$ cat config.mk
export PLATFORM = sky130hd
export DESIGN_NAME = tty_tx_sched
export DESIGN_NICKNAME = d
export VERILOG_FILES = /design/src/rtl/tty_pkg.sv /design/src/rtl/tty_baud_tick.sv /design/src/rtl/tty_tx_sched.sv
export SDC_FILE = /design/constraint.sdc
export NUM_CORES = 1
export LEC_CHECK = 0
export CAP_MARGIN = 0
export CORE_MARGIN = 1
export CORE_UTILIZATION = 48
export DETAILED_ROUTE_END_ITERATION = 7
export GPL_TIMING_DRIVEN = 0
export PLACE_DENSITY = 0.85
export SLEW_MARGIN = 5
export SYNTH_ARGS = -nofsm -noshare
export SYNTH_HDL_FRONTEND = slang
export SYNTH_SLANG_ARGS = --single-unit
$ cat constraint.sdc
create_clock -name clk -period 2.85 [get_ports clk]
set_input_delay 0.7125 -clock clk [delete_from_list [all_inputs] [get_ports clk]]
set_output_delay 0.7125 -clock clk [all_outputs]
set_load 0.01 [all_outputs]
$ cat src/rtl/tty_pkg.sv
// Shared types and constants for the teletype transmit scheduler:
// FSM states, stop_sel encodings and the post-frame gap lengths in ticks.
package tty_pkg;

  typedef enum logic [2:0] {
    IDLE,
    LOAD,
    WAIT_START,
    WAIT_DONE,
    GAP
  } state_t;

  localparam logic [1:0] STOP_1   = 2'd0;
  localparam logic [1:0] STOP_1P5 = 2'd1;
  localparam logic [1:0] STOP_2   = 2'd2;

  // One tick is half a bit time, so 1 / 1.5 / 2 stop bits are 2 / 3 / 4 ticks.
  localparam logic [2:0] GAP_TICKS_1   = 3'd2;
  localparam logic [2:0] GAP_TICKS_1P5 = 3'd3;
  localparam logic [2:0] GAP_TICKS_2   = 3'd4;

  function automatic logic [2:0] gap_ticks(input logic [1:0] stop_sel);
    case (stop_sel)
      STOP_1:   return GAP_TICKS_1;
      STOP_1P5: return GAP_TICKS_1P5;
      STOP_2:   return GAP_TICKS_2;
      default:  return GAP_TICKS_2;
    endcase
  endfunction

endpackage

$ cat src/rtl/tty_baud_tick.sv
// Free-running divisor producing the half-bit shift tick.
// baud_div is only looked at when the counter reloads.
module tty_baud_tick #(
  parameter int DIV_W = 16
) (
  input  logic             clk,
  input  logic             rst,
  input  logic [DIV_W-1:0] baud_div,
  output logic             tx_tick
);

  logic [DIV_W-1:0] cnt_q, cnt_d;
  logic             tick_q, tick_d;

  always_comb begin
    tick_d = (cnt_q == '0);
    cnt_d  = tick_d ? baud_div : cnt_q - DIV_W'(1);
  end

  always_ff @(posedge clk) begin
    if (rst) begin
      cnt_q  <= '0;
      tick_q <= 1'b0;
    end else begin
      cnt_q  <= cnt_d;
      tick_q <= tick_d;
    end
  end

  assign tx_tick = tick_q;

endmodule

$ cat src/rtl/tty_tx_sched.sv
// Round-robin arbiter and frame sequencer sharing one teletype transmitter
// between the CPU and host sources. Define TX_STATS_EN for per-source counters.
module tty_tx_sched
  import tty_pkg::*;
#(
  parameter int DIV_W     = 16,
  parameter int START_TMO = 4
) (
  input  logic             clk,
  input  logic             rst,
  input  logic [DIV_W-1:0] baud_div,
  input  logic [1:0]       stop_sel,
  input  logic             req_cpu,
  input  logic [7:0]       data_cpu,
  input  logic             req_host,
  input  logic [7:0]       data_host,
  output logic             gnt_cpu,
  output logic             gnt_host,
  output logic             tx_tick,
  output logic             tx_load,
  output logic [7:0]       tx_data,
  input  logic             tx_active,
  output logic             busy,
  output logic             err_tmo,
  output logic [15:0]      cnt_cpu,
  output logic [15:0]      cnt_host
);

  localparam int TMO_W = (START_TMO > 1) ? $clog2(START_TMO) : 1;

  logic tick;

  tty_baud_tick #(.DIV_W(DIV_W)) u_baud_tick (
    .clk      (clk),
    .rst      (rst),
    .baud_div (baud_div),
    .tx_tick  (tick)
  );

  assign tx_tick = tick;

  state_t     state_q, state_d;
  logic       host_last_q, host_last_d;
  logic       gnt_cpu_q, gnt_cpu_d;
  logic       gnt_host_q, gnt_host_d;
  logic       tx_load_q, tx_load_d;
  logic       err_tmo_q, err_tmo_d;
  logic [7:0] tx_data_q, tx_data_d;
  logic [TMO_W-1:0] tmo_q, tmo_d;
  logic [2:0] gap_q, gap_d;
  logic       act_q;

  always_comb begin
    state_d     = state_q;
    host_last_d = host_last_q;
    gnt_cpu_d   = 1'b0;
    gnt_host_d  = 1'b0;
    tx_load_d   = 1'b0;
    err_tmo_d   = 1'b0;
    tx_data_d   = tx_data_q;
    tmo_d       = tmo_q;
    gap_d       = gap_q;
    case (state_q)
      // CPU wins unless the host is also asking and the CPU went last.
      IDLE: begin
        if (req_cpu && (!req_host || host_last_q)) begin
          gnt_cpu_d   = 1'b1;
          tx_data_d   = data_cpu;
          host_last_d = 1'b0;
          state_d     = LOAD;
        end else if (req_host) begin
          gnt_host_d  = 1'b1;
          tx_data_d   = data_host;
          host_last_d = 1'b1;
          state_d     = LOAD;
        end
      end
      LOAD: begin
        tx_load_d = 1'b1;
        tmo_d     = '0;
        state_d   = WAIT_START;
      end
      WAIT_START: begin
        if (tx_active) begin
          state_d = WAIT_DONE;
        end else if (tick) begin
          if (tmo_q == TMO_W'(START_TMO - 1)) begin
            err_tmo_d = 1'b1;
            state_d   = IDLE;
          end else begin
            tmo_d = tmo_q + TMO_W'(1);
          end
        end
      end
      WAIT_DONE: begin
        if (act_q && !tx_active) begin
          gap_d   = gap_ticks(stop_sel);
          state_d = GAP;
        end
      end
      GAP: begin
        if (tick) begin
          if (gap_q <= 3'd1) begin
            gap_d   = 3'd0;
            state_d = IDLE;
          end else begin
            gap_d = gap_q - 3'd1;
          end
        end
      end
      default: state_d = IDLE;
    endcase
  end

  always_ff @(posedge clk) begin
    if (rst) begin
      state_q     <= IDLE;
      host_last_q <= 1'b1;
      gnt_cpu_q   <= 1'b0;
      gnt_host_q  <= 1'b0;
      tx_load_q   <= 1'b0;
      err_tmo_q   <= 1'b0;
      tx_data_q   <= 8'h00;
      tmo_q       <= '0;
      gap_q       <= 3'd0;
      act_q       <= 1'b0;
    end else begin
      state_q     <= state_d;
      host_last_q <= host_last_d;
      gnt_cpu_q   <= gnt_cpu_d;
      gnt_host_q  <= gnt_host_d;
      tx_load_q   <= tx_load_d;
      err_tmo_q   <= err_tmo_d;
      tx_data_q   <= tx_data_d;
      tmo_q       <= tmo_d;
      gap_q       <= gap_d;
      act_q       <= tx_active;
    end
  end

  assign gnt_cpu  = gnt_cpu_q;
  assign gnt_host = gnt_host_q;
  assign tx_load  = tx_load_q;
  assign tx_data  = tx_data_q;
  assign err_tmo  = err_tmo_q;
  assign busy     = (state_q != IDLE);

`ifdef TX_STATS_EN
  logic [15:0] cnt_cpu_q, cnt_cpu_d;
  logic [15:0] cnt_host_q, cnt_host_d;
  logic        frame_done;

  // A character counts once its frame has finished, i.e. on entry to GAP.
  always_comb begin
    frame_done = (state_q == WAIT_DONE) && (state_d == GAP);
    cnt_cpu_d  = cnt_cpu_q;
    cnt_host_d = cnt_host_q;
    if (frame_done && !host_last_q) cnt_cpu_d = cnt_cpu_q + 16'd1;
    if (frame_done && host_last_q)  cnt_host_d = cnt_host_q + 16'd1;
  end

  always_ff @(posedge clk) begin
    if (rst) begin
      cnt_cpu_q  <= 16'd0;
      cnt_host_q <= 16'd0;
    end else begin
      cnt_cpu_q  <= cnt_cpu_d;
      cnt_host_q <= cnt_host_d;
    end
  end

  assign cnt_cpu  = cnt_cpu_q;
  assign cnt_host = cnt_host_q;
`else
  assign cnt_cpu  = 16'd0;
  assign cnt_host = 16'd0;
`endif

endmodule

==> run_results.csv, run 1 <==
group,metric,value,unit
yosys,yosys.area.top_type_share,0.345,
power,ir_drop,461,uV
clocking,cts_buffers,5,
critical_path,cp_num_buf_inv,3,
yosys,netlist-cell-type-count,44,
route,viasPerCell,4.96,
critical_path,start_kind,"flip-flop",
place,dp_slack,0.327,ns
yosys,synthesis.area,0.00226,mm2
yosys,synth_area_leader_cell,"dfxtp_1",
critical_path,cpMaxStageDelayCell,"clkdlybuf4s50_1",
timing,fin_setup_tns,0,ns
critical_path,crit_arrival,1.84,ns
critical_path,critPathMaxFanout,9,
yosys,yosys.area_share.simple,0.208,
yosys,yosysWarnings,0,
floorplan,core,0.00444,mm2
status,status,"finished, violations left",
yosys,synth_edf_count,0,
critical_path,end_kind,"output pin",
yosys,synth_area_leaders,"dfxtp_1 (34%), buf_4 (11%), nor2_1 (6.6%), mux2i_1 (5.3%), a211oi_2 (5.0%)",
route,firstDrtPassIters,6,
power,p_leak,1.30,nW
yosys,synth_xor_area_frac,0.0426,
yosys,synth_cells,258,
place,gp_congestion,0.853,
critical_path,path_class,"reg -> out",
yosys,async_flop_share,0,
place,hpwl,3.55,mm
yosys,synth_compound_area_frac,0.165,
status,violations,"DRC",
timing,relSlewSlack,0.537,
timing,drv_slew,0,
worst_hold_path,holdPathStages,2,
critical_path,cp.depth,4,
route,vias,1982,
cells_and_area,layout_common_cells,"clkdlybuf4s50_1 (51), nor2_1 (40), dfxtp_1 (39)",
yosys,ys_ff_latch,39,
yosys,ys.flop_type,"dfxtp_1",
route,first_iter_violations,86,
power,p_per_area,782,mW/mm2
floorplan,fp.dieArea,0.00499,mm2
yosys,yosysSeqAreaShare,0.345,
timing,final_hold_viol_count,0,
route,drt-total-wl,4.59,mm
worst_hold_path,min-delay-start,"tmo_q[1]",
cells_and_area,fin_util,0.691,
floorplan,io_pins,85,
timing,finalCritPeriodShare,0.897,
global_routing,grtUsageTotal,0.199,
cells_and_area,num_antenna_cells,0,
timing,setup_viol,0,
clocking,cts_sinks,39,
timing,holdWs,0.471,ns
yosys,syn_area_per_cell,8.77,um2
yosys,synth_top_family_by_area,"simple AND/OR/NAND/NOR gates",
cells_and_area,final_common_cell,"clkdlybuf4s50_1",
global_routing,antenna_found_initial,0,
floorplan,rows,24,
timing,fmax,0.391,GHz
critical_path,slowest_delay,0.49,ns
clocking,clk_pin_slew_worst_paths,0.08,ns
critical_path,regToRegSetupSlack,0.93,ns
floorplan,start_util,0.509,
clocking,clock_path_buffers,2,
clocking,h-tree-depth,2,
yosys,synthAdderAreaFrac,0.0276,
floorplan,die_width,70.7,um
global_routing,grt_overflow_total,0,
timing,fin_ws,0.295,ns
critical_path,reg2reg_from,"u_baud_tick.cnt_q[0]",
clocking,root_buffer,"clkbuf_8",
route,drcViolationCount,10,
clocking,cts.hold.buffers_added,0,
timing,fin_skew,0.00493,ns
clocking,cts_tree,"built",
cells_and_area,final_nets,391,
critical_path,cp-startpoint,"state_q[0]",
critical_path,ff2ff_path_depth,7,
route,drtAntennaViolNets,0,
yosys,yosys-mux-area-fraction,0.0580,
critical_path,critPathCapture,"busy",
critical_path,r2r_end,"u_baud_tick.cnt_q[8]",
critical_path,path_cells,"clkbuf_1, or3_1, buf_2, clkdlybuf4s50_1",
clocking,clk_latency,0.30,ns
timing,grt_setup_unrepaired,"no",
critical_path,crit_family,"buffers and inverters",
floorplan,die-height,70.7,um
global_routing,grt_pass1_vias,1941,
worst_hold_path,min_path_type,"reg -> reg",
critical_path,crit_required,2.14,ns
timing,period_minus_slack,2.56,ns
timing,tightest_slew,0.694,ns
cells_and_area,layout-drive-gt1-share,0.187,
place,io_buffers,51,
clocking,cts-resized-gates,0,
cells_and_area,area_delta_synth_final,35.8,%
global_routing,grt_max_degree,13,
power,p_total,2.40,mW
global_routing,grt_pass1_wl,7.88,mm
clocking,post_cts_buffers,0,
route,wire_per_inst,11.5,um
job,cap_violations,0,
[metal layers]
layer | GRT usage | vias to the layer above | share of wire
met3 | 0.0712 | 11 | 0.082
met1 | 0.211 | 887 | 0.41
met4 | 0.107 | 0 | 0.022
met5 | 0 | - | 0
met2 | 0.348 | 76 | 0.48
li1 | - | 1008 | -
[logic make-up after synthesis]
family                   Yosys count
AO/OA/AOI/OAI                     46
XOR/XNOR                          11
adder cells (fa/ha/maj)            5
buffers and inverters             54
flip-flops                        39
multiplexers                      13
other                              1
AND/OR/NAND/NOR                   89
[tightest hold or removal path, delay by kind of cell (launching register included)]
| family | cells | cell delay, ns |
|---|---|---|
| simple gates | 1 | 0.05 |
| mux | 1 | 0.06 |
| flops | 1 | 0.32 |
[report_power, final]
group / switching, mW / leakage, nW / total [mW] / internal, mW
combinational: 0.558 / 0.914 / 1.11 / 0.550
clock: 0.202 / 0.0612 / 0.485 / 0.283
sequential: 0.125 / 0.321 / 0.810 / 0.685
[final cells by class]
class	count	area [um2]
well taps	52	65.1
inverters	10	37.5
multi-input cells	196	1250
clock buffers	6	82.6
fillers	352	1370
plain buffers	44	307
repair buffers	51	510
flip-flops and latches	39	781
clock inverters	2	35.0
[per-stage QoR]
stage / area, um2 / instances
detailed placement: 2960 / 392
finish: 3070 / 400
floorplan: 2380 / 289
global route: 3070 / 400
CTS: 3070 / 400
global placement: 2960 / 392
[how the worst min path moves through the flow]
| stage | end | slack, ns |
|---|---|---|
| 3_3_place_gp | tmo_q[1] | 0.45 |
| 5_1_grt | tmo_q[1] | 0.50 |
| 2_1_floorplan | tmo_q[1] | 0.44 |
| 3_5_place_dp | tmo_q[1] | 0.46 |
| 4_1_cts | tmo_q[1] | 0.47 |
| 6_report | tmo_q[1] | 0.47 |
[flip-flops by register name, indices dropped and copies added, names as in the netlist]
name	count
tmo_q	2
host_last_q	1
u_baud_tick.tx_tick	1
err_tmo	1
gap_q	3
act_q	1
tx_load	1
tx_data	8
state_q	3
gnt_host	1
u_baud_tick.cnt_q	16
gnt_cpu	1
[cell usage after synthesis (2+ instances only)]
| library cell | n |
|---|---|
| a211oi_1 | 14 |
| a211oi_2 | 9 |
| a21oi_1 | 8 |
| buf_2 | 2 |
| buf_4 | 33 |
| buf_6 | 2 |
| clkbuf_1 | 6 |
| dfxtp_1 | 39 |
| ha_1 | 5 |
| inv_1 | 10 |
| mux2i_1 | 12 |
| nand2_1 | 13 |
| nand2b_1 | 5 |
| nand3_1 | 2 |
| nor2_1 | 40 |
| nor3_1 | 10 |
| nor4_2 | 2 |
| nor4b_1 | 2 |
| o21ai_0 | 5 |
| o2bb2ai_1 | 2 |
| o31ai_1 | 3 |
| or3_1 | 2 |
| or4_4 | 2 |
| xnor2_1 | 9 |
| xor2_1 | 2 |
Note: power is estimated with default switching activity, not from simulation.
==> inputs of run 2 (changes only) <==
--- a/config.mk
+++ b/config.mk
@@ -10,7 +10,9 @@
 export CORE_UTILIZATION = 48
 export DETAILED_ROUTE_END_ITERATION = 7
 export GPL_TIMING_DRIVEN = 0
+export HOLD_SLACK_MARGIN = 0.15
 export PLACE_DENSITY = 0.85
+export SETUP_SLACK_MARGIN = 0.1
 export SLEW_MARGIN = 5
 export SYNTH_ARGS = -nofsm -noshare
 export SYNTH_HDL_FRONTEND = slang
==> results of run 2 <==
Final layout, timing and power as in run 1 (identical DEF).
==> variant 1 (flow settings as in run 2) <==
Register the input `baud_div` before use, without a reset. The logic sees it one clock later. The other inputs are not delayed to match.
--- a/src/rtl/tty_tx_sched.sv
+++ b/src/rtl/tty_tx_sched.sv
@@ -28,12 +28,18 @@
 
   localparam int TMO_W = (START_TMO > 1) ? $clog2(START_TMO) : 1;
 
+  logic [DIV_W-1:0] baud_div_q;
+
+  always_ff @(posedge clk) begin
+    baud_div_q <= baud_div;
+  end
+
   logic tick;
 
   tty_baud_tick #(.DIV_W(DIV_W)) u_baud_tick (
     .clk      (clk),
     .rst      (rst),
-    .baud_div (baud_div),
+    .baud_div (baud_div_q),
     .tx_tick  (tick)
   );
 
Check against the original RTL: not equivalent (a bounded check fails within 4 cycles, from zero or initial values and one cycle with rst high).
==> variant 1 against run 2 <==
Total power rose by 7.8%; maximum frequency up 3.8%; wire length increased by 8.6%; critical path depth decreased by 1; final area is 8.8% higher; worst setup slack better by 0.093 ns; sequential cell count increased by 16; area after synthesis increased by 12%; final cell count is 8.0% higher; highest routed layer unchanged.
==> variant 1: results (changes against run 2) <==
| Metric | Value |
|---|---|
| Status | `completed` |
| Overall routing resource usage | `18.7% (-1.2 points)` |
| Sequential area share after synthesis | `43.6% (+9.1 points)` |
| Top Layer Used | `met4` |
| P_leak | `1.36 nW (+5.1%)` |
| Reg-to-Reg End | `u_baud_tick.cnt_q[11]` |
| Pre-CTS setup slack | `0.329 ns (+0.00155 ns)` |
| Routed WL | `4.99 mm (+8.6%)` |
| CTS root buf | `clkbuf_8` |
| CP max-delay cell | `clkdlybuf4s50_1` |
| Global Route met2 Usage | `33.2% (-1.6 points)` |
| CP max FO | `9 (unchanged)` |
| Syn avg cell area | `9.29 µm² (+5.9%)` |
| Clock Skews | `0.00841 ns (+0.00348 ns)` |
| Post-route worst setup slack | `0.388 ns (+0.0934 ns)` |
| Clk_lat worst skew | `0.31 ns` |
| Detail-routed via count per cell | `4.83 (-2.5%)` |
| 1st-pass router iterations | `4 (-2)` |
| Met3 Use GR | `5.28% (-1.8 points)` |
| Vias in the first global route | `1900 (-2.1%)` |
| Adder-cell share of the synthesized area | `2.48% (-0.29 points)` |
| Layout cell share with drive strength beyond 1 | `14.9% (-3.8 points)` |
| Area contributors post-synth | `dfxtp_1, buf_4, a211oi_1` |
| Ys Warns | `0 (unchanged)` |
| Global-route wire length before repair | `7.82 mm (-0.79%)` |
| Post-synth cell types | `45 (+2.3%)` |
| M1 GR Usage | `19.8% (-1.3 points)` |
| Worst hold path depth | `2 (unchanged)` |
| Maximum clock insertion buffer count | `2 (unchanged)` |
| Hold slack | `0.485 ns (+0.0143 ns)` |
| Metal2 WL | `2.51 mm (+13%)` |
| Synth Area in Compound Gates | `15.4% (-1.1 points)` |
| CP max stage delay | `0.60 ns (+0.11 ns)` |
| H-tree levels | `2 (unchanged)` |
| DRT iter0 DRCs | `126 (+47%)` |
| Net count, final | `405 (+3.6%)` |
| Worst reg-to-reg setup slack | `0.67 ns (-0.26 ns)` |
| Cell count after placement | `424 (+8.2%)` |
| Largest net degree at the start of global routing | `16 (+3)` |
| Mux cell area share after synthesis | `3.17% (-2.6 points)` |
| RD Place Congestion | `0.812 (-4.8%)` |
| GRT Residual Overflow | `0 (unchanged)` |
| Post-DP HPWL | `3.75 mm (+5.7%)` |
| CP Launch Point | `state_q[0]` |
| Max VDD drop | `0.000598 V (+30%)` |
| Placed cell area | `3240 µm² (+9.7%)` |
| Synth area leader | `dfxtp_1` |
| ANT cells | `0 (unchanged)` |
| Hold path endpoint | `tmo_q[1]` |
| Data arrival, critical path | `1.75 ns (-0.09 ns)` |
| R2r startpoint | `u_baud_tick.cnt_q[10]` |
| Worst slew margin | `41.2% (-13 points)` |
| Most frequent cells after synthesis | `dfxtp_1, buf_4, a211oi_1` |
| PostCTS Resize Cnt | `0 (unchanged)` |
| Fin cells | `432 (+8.0%)` |
| Post-synthesis xor/xnor area fraction | `3.81% (-0.44 points)` |
| Wire length on met3 | `262 µm (-31%)` |
| Post-CTS setup buffers | `0 (unchanged)` |
| Wire length on met1 | `2.12 mm (+11%)` |
| Worst R2R Path Depth | `6 (-1)` |
[variant 1: changes by cell type in the layout (fill, tap and decap cells not counted), sizes merged, moves of 4 or more]
cell / run 2 / this run
nor3: 11 / 18
or4: 2 / 6
nand2b: 5 / 0
nor2: 41 / 18
dfxtp: 39 / 55
nor4: 3 / 7
mux2i: 12 / 8
[variant 1: kinds of logic (layout without fill, tap and decap cells)]
logic type | after synthesis | in the layout
and+or+nand+nor | 78 | 78
buffers and inverters | 59 | 118
AOI/OAI and AO/OA | 55 | 55
DFF | 55 | 55
xor gates and xnor gates | 11 | 11
muxes | 8 | 8
adders and majority gates | 5 | 5
other | 1 | 32
[variant 1: report_power, final]
part	switching [W]	internal, W	leakage (nW)
Combinational	0.000566	0.000525	0.855
Clock	0.000234	0.000222	0.0515
Sequential	0.000123	0.000920	0.456
[variant 1: cell type report]
type	count	area [µm²]
fill	434	1730
multi-input combinational	189	1190
sequential	55	1100
timing repair buffer	51	510
buffer	46	307
clock buffer	8	100
tap	70	87.6
inverter	13	48.8
==> variant 2 (settings of run 2) <==
Without the edit above. `START_TMO`: 4 -> 8.
--- a/src/rtl/tty_tx_sched.sv
+++ b/src/rtl/tty_tx_sched.sv
@@ -4,7 +4,7 @@
   import tty_pkg::*;
 #(
   parameter int DIV_W     = 16,
-  parameter int START_TMO = 4
+  parameter int START_TMO = 8
 ) (
   input  logic             clk,
   input  logic             rst,
Formal check against the unedited RTL: not equivalent (a bounded check fails within 10 cycles, from zero or initial values and one cycle with rst high).
==> variant 2 against run 2 <==
The flow still finishes with violations (design-rule violations); maximum frequency is 1.3% higher; utilization is 0.54 points higher; final area is 0.77% higher; area after synthesis is 0.22% higher; total power is 12% higher; combinational power is 20% higher; register-to-register slack worse by 0.58 ns; wire length is 10% higher; sequential cell count is 1 higher; sequential power is 7.3% higher; final cell count is 1.5% higher; worst setup slack better by 0.033 ns; synthesized cell count is 1.9% higher; largest power group unchanged.
==> variant 2: results (changes against run 2) <==
| Metric | Value |
|---|---|
| DRT iter0 DRCs | `188 (+120%)` |
| Final slew viol count | `0 (unchanged)` |
| Delay-heaviest family, CP | `compound AO/OA/AOI/OAI gates` |
| Clock Skews | `0.00632 ns (+0.00140 ns)` |
| Count leader, synth | `dfxtp_1` |
| Area contributors post-synth | `dfxtp_1, buf_4, a211oi_1` |
| Failing checks | `design-rule violations` |
| # port buffers | `52 (+2.0%)` |
| Most frequent cells after synthesis | `dfxtp_1, buf_4, a211oi_1` |
| H-tree levels | `2 (unchanged)` |
| Post-synth cell types | `43 (-2.3%)` |
| 1st-pass router iterations | `6 (unchanged)` |
| Critical hold path startpoint | `tmo_q[2]` |
| Actual slew at the worst max-slew pin | `0.900 ns (+0.206 ns)` |
| Reg-to-Reg End | `u_baud_tick.cnt_q[6]` |
| CP Launch Point | `tx_active` |
| Global-route wire length before repair | `8.70 mm (+10%)` |
| Net count, final | `398 (+1.8%)` |
| Worst Hold Class | `register to register` |
| Post-DP HPWL | `3.80 mm (+7.0%)` |
| PostCTS Resize Cnt | `0 (unchanged)` |
| Data arrival, critical path | `2.66 ns (+0.82 ns)` |
| P_leak | `1.26 nW (-2.6%)` |
| Vias in the first global route | `2033 (+4.7%)` |
| Setup crit end | `state_q[2]` |
| RD Place Congestion | `0.894 (+4.9%)` |
| DRC Markers | `10 (unchanged)` |
| Max VDD drop | `0.000582 V (+26%)` |
| Worst R2R Path Depth | `8 (+1)` |
| Post-CTS setup buffers | `0 (unchanged)` |
| CP max-delay cell | `a2111oi_0` |
| CP max stage delay | `0.79 ns (+0.30 ns)` |
| Worst reg-to-reg setup slack | `0.35 ns (-0.58 ns)` |
| Placed cell area | `2970 µm² (+0.51%)` |
| ANT cells | `0 (unchanged)` |
| Routed WL | `5.07 mm (+10%)` |
| Layout cell share with drive strength beyond 1 | `14.1% (-4.6 points)` |
| Antenna violations before repair | `0 (unchanged)` |
| Overall routing resource usage | `21.6% (+1.7 points)` |
| CP max FO | `8 (-1)` |
| Ys Warns | `0 (unchanged)` |
| Status | `complete, but fails checks` |
| Vias | `2092 (+5.5%)` |
| Maximum clock insertion buffer count | `2 (unchanged)` |
| Sequential area share after synthesis | `35.3% (+0.81 points)` |
## variant 2: cell count changes in the layout (fill, tap and decap cells not counted), moves of 5 or more
cell and change:
clkbuf_1 +8, a211oi_2 -9, a21oi_1 +5, nor2b_1 +6, or4_1 +5, a211oi_1 +5, nand2_1 -6, nor4_1 +6
o31ai_1 +7, nor2_1 -24
## variant 2: tightest hold or removal path, delay by kind of cell (launching register included)
kind | cells | cell delay [ns]
compound gates | 2 | 0.13
flops | 1 | 0.32
## variant 2: worst min path at each step
stage | endpoint | slack, ns | cells past startpoint
CTS | tmo_q[1] | 0.48 | 2
global placement | tmo_q[2] | 0.46 | 2
finish | tmo_q[2] | 0.48 | 2
floorplan | tmo_q[1] | 0.45 | 2
detailed placement | tmo_q[1] | 0.47 | 2
global route | tmo_q[2] | 0.51 | 2
## variant 2: metal layers
| metal | vias up | GRT usage [%] | wire [µm] |
|---|---|---|---|
| li1 | 1076 | - | - |
| met1 | 935 | 25.4 | 2120 |
| met2 | 73 | 37.9 | 2560 |
| met3 | 8 | 5.98 | 324 |
| met4 | 0 | 7.56 | 65 |
| met5 | - | 0 | 0 |
## variant 2: stage by stage
step | total power [W] | worst slack [ns] | cells | hold slack, ns
after global placement | 0.00213 | 0.120 | 398 | 0.465
after global routing | 0.00291 | 0.112 | 406 | 0.511
after CTS | 0.00270 | 0.363 | 406 | 0.483
final | 0.00270 | 0.328 | 406 | 0.482
after detailed placement | 0.00218 | 0.127 | 398 | 0.472
after floorplan | 0.00179 | 0.635 | 294 | 0.453
## variant 2: cell families after synthesis
logic type	share of synthesized area, %
mux	3.53
other cells	0.165
buf+inv	15.3
flops	35.3
compound gates	19.4
fa+ha+maj	3.31
xor+xnor	4.25
simple gates	18.8
## variant 2: area by class of cell
cell class / instances / area, µm²
Buffer: 49 / 313
Clock buffer: 7 / 96.3
Clock inverter: 1 / 30.0
Fill cell: 370 / 1350
Inverter: 9 / 33.8
Multi-Input combinational cell: 196 / 1240
Sequential cell: 40 / 801
Tap cell: 52 / 65.1
Timing Repair Buffer: 52 / 520
## variant 2: where the power goes
part	internal, W	leakage, nW	switching [W]
clock network	0.000309	0.0645	0.000195
registers	0.000731	0.329	0.000137
logic	0.000613	0.869	0.000714
